$ cat config.mk
export PLATFORM = sky130hd
export DESIGN_NAME = tm_pack
export DESIGN_NICKNAME = d
export VERILOG_FILES = /design/src/rtl/tm_pack.sv
export SDC_FILE = /design/constraint.sdc
export NUM_CORES = 1
export LEC_CHECK = 0
export ABC_AREA = 1
export CAP_MARGIN = 20
export CORE_MARGIN = 2
export CORE_UTILIZATION = 49
export CTS_CLUSTER_SIZE = 10
export DETAILED_ROUTE_END_ITERATION = 10
export DONT_BUFFER_PORTS = 1
export GPL_ROUTABILITY_DRIVEN = 1
export PLACE_DENSITY_LB_ADDON = 0.08
export SETUP_SLACK_MARGIN = 0.4
export SLEW_MARGIN = 0
export SYNTH_ARGS = -nofsm -noshare
export SYNTH_HDL_FRONTEND = slang
export SYNTH_SLANG_ARGS = --single-unit
$ cat constraint.sdc
create_clock -name clk -period 1.34 [get_ports clk]
set_input_delay 0.201 -clock clk [delete_from_list [all_inputs] [get_ports clk]]
set_output_delay 0.201 -clock clk [all_outputs]
set_load 0.01 [all_outputs]
$ cat src/rtl/tm_pack.sv
// Packs 3-bit flag triples into 8-bit test-mode words: two triples per word,
// or one triple alone after an idle timeout or an explicit flush.
module tm_pack #(
    parameter int unsigned FLUSH_CYCLES = 4
) (
    input  logic       clk,
    input  logic       rst,
    input  logic [2:0] q,
    input  logic       q_valid,
    output logic       q_ready,
    input  logic       flush,
    output logic [7:0] tm,
    output logic       tm_valid,
    input  logic       tm_ready
);

    typedef enum logic {
        S_EMPTY = 1'b0,
        S_HALF  = 1'b1
    } state_e;

    localparam logic [7:0] FLUSH_LIMIT = 8'(FLUSH_CYCLES);
    localparam logic [1:0] CNT_ONE     = 2'b01;
    localparam logic [1:0] CNT_TWO     = 2'b10;

    state_e     state_q;
    logic [7:0] idle_cnt_q;
    logic [2:0] held_q;
    logic [7:0] tm_q;
    logic       tm_valid_q;

    logic out_free;
    logic accept;
    logic timed_out;

    assign out_free  = !tm_valid_q || tm_ready;
    // Held low during reset so no transfer can be counted against a block that is clearing.
    assign q_ready   = rst && ((state_q == S_EMPTY) || out_free);
    assign accept    = q_valid && q_ready;
    assign timed_out = (idle_cnt_q == FLUSH_LIMIT) || flush;

    assign tm       = tm_q;
    assign tm_valid = tm_valid_q;

    // NOTE: all state uses non-blocking assignments so every branch reads pre-edge values.
    always_ff @(posedge clk or negedge rst) begin
        if (!rst) begin
            state_q    <= S_EMPTY;
            idle_cnt_q <= '0;
            held_q     <= '0;
            tm_q       <= '0;
            tm_valid_q <= 1'b0;
        end else begin
            if (tm_valid_q && tm_ready) begin
                tm_valid_q <= 1'b0;
            end

            case (state_q)
                S_EMPTY: begin
                    if (accept) begin
                        held_q     <= q;
                        idle_cnt_q <= '0;
                        state_q    <= S_HALF;
                    end
                end

                S_HALF: begin
                    if (accept) begin
                        // A second triple always wins over a coincident timeout or flush.
                        tm_q       <= {CNT_TWO, held_q, q};
                        tm_valid_q <= 1'b1;
                        state_q    <= S_EMPTY;
                    end else if (out_free && timed_out) begin
                        tm_q       <= {CNT_ONE, held_q, 3'b000};
                        tm_valid_q <= 1'b1;
                        state_q    <= S_EMPTY;
                    end else if (flush) begin
                        // Blocked flush is remembered by parking the counter at its limit.
                        idle_cnt_q <= FLUSH_LIMIT;
                    end else if (idle_cnt_q != FLUSH_LIMIT) begin
                        idle_cnt_q <= idle_cnt_q + 8'd1;
                    end
                end

                default: state_q <= S_EMPTY;
            endcase
        end
    end

endmodule

==> flow_summary.yaml <==
run_status:
  status: "finished, violations left"
  violations: "setup timing"
sta:
  period_share_pct: 105.6
  slew_violations: 0
  setup_slack_ps: -75.41
  min_period_ps: 1415
  setup_viol: 16
  slew_headroom_pct: 37.97
  max_slew.worst_pin.slew_ps: 930.4
  grt_setup_unrepaired: "yes"
  fmax_ghz: 0.7065
  fin_skew_ps: 1.317
  hold_slack_ps: 9.314
  hold_viol: 0
finish:
  diodes: 0
  area_growth_pct: 26.88
  nNetsFinal: 187
  final_cell_mix: "51 x nand2_1, 21 x dfrtp_1, 16 x inv_1"
  mostFrequentLayoutCell: "nand2_1"
  drive_gt1_share_pct: 27.27
  postLayoutCellArea_um2: 1459
yosys:
  synth_compound_area_share_pct: 6.420
  synth-adder-area-share_pct: 2.176
  synthSimpleGateAreaFrac_pct: 38.85
  synth_top_family_by_area: "simple AND/OR/NAND/NOR gates"
  muxShareOfSynthArea_pct: 0
  synth_top_cell_area_share_pct: 45.70
  synth.avg_cell_area_um2: 7.467
  synthesis.nets: 164
  netlist_area_um2: 1150
  ys_ff_latch: 21
  synthXorXnorAreaFrac_pct: 0
  syn_inst: 154
  yosys_warnings: 0
  synth.distinct_cells: 19
  yosysTopAreaCell: "dfrtp_1"
  synth_area_leaders: "dfrtp_1 46%, nand2_1 19%, inv_1 6.2%"
  synth-seq-area-share_pct: 45.70
clocking:
  cts.sinks: 21
  clock_tree.buffer_depth: 2
  clk_pin_slew_worst_paths_ps: 130
  clk_latency_ps: 320
  cts_root_buf: "clkbuf_4"
  cts_buffers: 3
  cts_tree: "built"
  htree_levels: 1
routing:
  wl_per_cell_um: 12.84
  dr_total_vias: 1073
  drt_iter0_markers: 30
  via_per_inst: 5.260
  drc: 0
  ant_nets: 0
  first_pass_iters: 4
  wirelength_um: 2619
pwr:
  power_frac_clock_pct: 12.2
  ir_worst_vdd_mv: 1.462
  p_comb_share_pct: 49.5
  leakage_nw: 0.7512
  p_int_mw: 1.562
  p_sw_mw: 1.205
  p_sw_share_pct: 43.54
  pwr-share-seq_pct: 38.3
  power.density_nw_per_um2: 1897
setup_path:
  startpoint_type: "flip-flop"
  cp.required_ps: 1620
  criticalPathCategory: "reg2reg"
  worstPathMaxFanout: 8
  end_kind: "flip-flop"
  crit_arrival_ps: 1690
grt:
  antenna_found_initial: 0
  grt_pass1_vias: 990
  grt.total_usage_pct: 21.62
  grt_max_degree: 22
  grt_remaining_overflow: 0
  grt_pass1_wl_um: 4374
job:
  max_cap_viol_count: 0
placement:
  gp_congestion: 0.9030
  place_area_um2: 1257
  portBuffers: 0
  dpl.hpwl_um: 1842
floorplan:
  die_x_um: 52.44
  die_area_um2: 2750
  ios: 18
  dieHeight_um: 52.44
  row_count: 17
  initial_core_util_pct: 51.98
  core_region_area_um2: 2212
worst_hold_path:
  min_path_type: "in2reg"
==> cell type report <==
class | instances | area (µm²)
clock buffer | 3 | 22.52
clock inverter | 1 | 7.507
fill | 186 | 753.2
inverter | 21 | 78.83
multi-input combinational | 114 | 653.1
sequential | 21 | 525.5
tap | 28 | 35.03
timing repair buffer | 16 | 136.4
==> synth_stat cells (all sizes together) <==
master	n
inv	21
nand2	62
ha	2
nand3	11
o21ai	8
a21oi	3
and3	1
nor2	17
dfrtp	21
a21o	1
nand4	7
==> power groups by stage <==
stage          logic, mW  registers, mW  clock network [mW]
4_1_cts             1.06           1.05               0.337
6_report            1.37           1.06               0.338
3_3_place_gp       0.905           1.05                   0
5_1_grt             1.52           1.10               0.361
3_5_place_dp       0.930           1.06                   0
2_1_floorplan      0.670           1.04                   0
==> per-layer routing <==
metal  vias to the layer above  part of all wire [%]  GRT usage (%)
li1                        537                     -              -
met4                         0                   1.1          6.410
met1                       507                    48          30.64
met3                         2                   5.3          4.000
met2                        27                    46          33.54
met5                         -                     0              0
==> through the flow <==
step / power (mW) / std cells / worst slack (ps) / utilization (%) / setup TNS (ps)
final: 2.767 / 204 / -75.41 / 65.95 / -760.2
after global routing: 2.977 / 204 / -173.4 / 65.95 / -2485
after CTS: 2.442 / 200 / -39.17 / 60.86 / -371.0
after detailed placement: 1.988 / 191 / -16.62 / 56.84 / -61.04
after global placement: 1.960 / 191 / 8.375 / 56.84 / 0
after floorplan: 1.712 / 154 / 53.26 / - / 0
==> path summary, 6_finish.rpt <==
check	from	to	slack, ps	cells after the start
max	idle_cnt_q[1]	idle_cnt_q[5]	-80	10
min	q[0]	held_q[0]	9	2
max reg2reg	idle_cnt_q[1]	idle_cnt_q[5]	-80	10
min reg2reg	held_q[2]	tm[5]	530	2
max in group asynchronous	rst	idle_cnt_q[4]	710	1
min in group asynchronous	rst	idle_cnt_q[6]	60	1
==> logic make-up (layout without fill, tap and decap cells) <==
family,Yosys count,after routing
AO/OA/AOI/OAI,12,13
adder cells (fa/ha/maj),2,2
buffers and inverters,21,41
flip-flops,21,21
AND/OR/NAND/NOR,98,99
==> worst max-delay path, cell delays in order (launching register included) <==
cell	delay, ps
dfrtp_1	410
inv_2	80
ha_4	140
nand2_4	50
nor2_4	120
nand2_2	80
nand2_4	160
nand2_8	90
nand3_4	120
nand2_1	70
nand2_1	60
==> registers in the layout, summed over array words and instances, names as in the netlist <==
signal,flops
tm_valid,1
idle_cnt_q,8
state_q,1
tm,8
held_q,3
==> timing repair <==
item / CTS / global route
hold buffers: 1 / 0
gates cloned: 0 / 2
setup buffers: 4 / 2
resized for setup: 5 / 24
hold endpoints to repair: 21 / 0
pin swaps: 2 / 16
setup endpoints to repair: 31 / 52
Note: power is estimated with default switching activity, not from simulation.
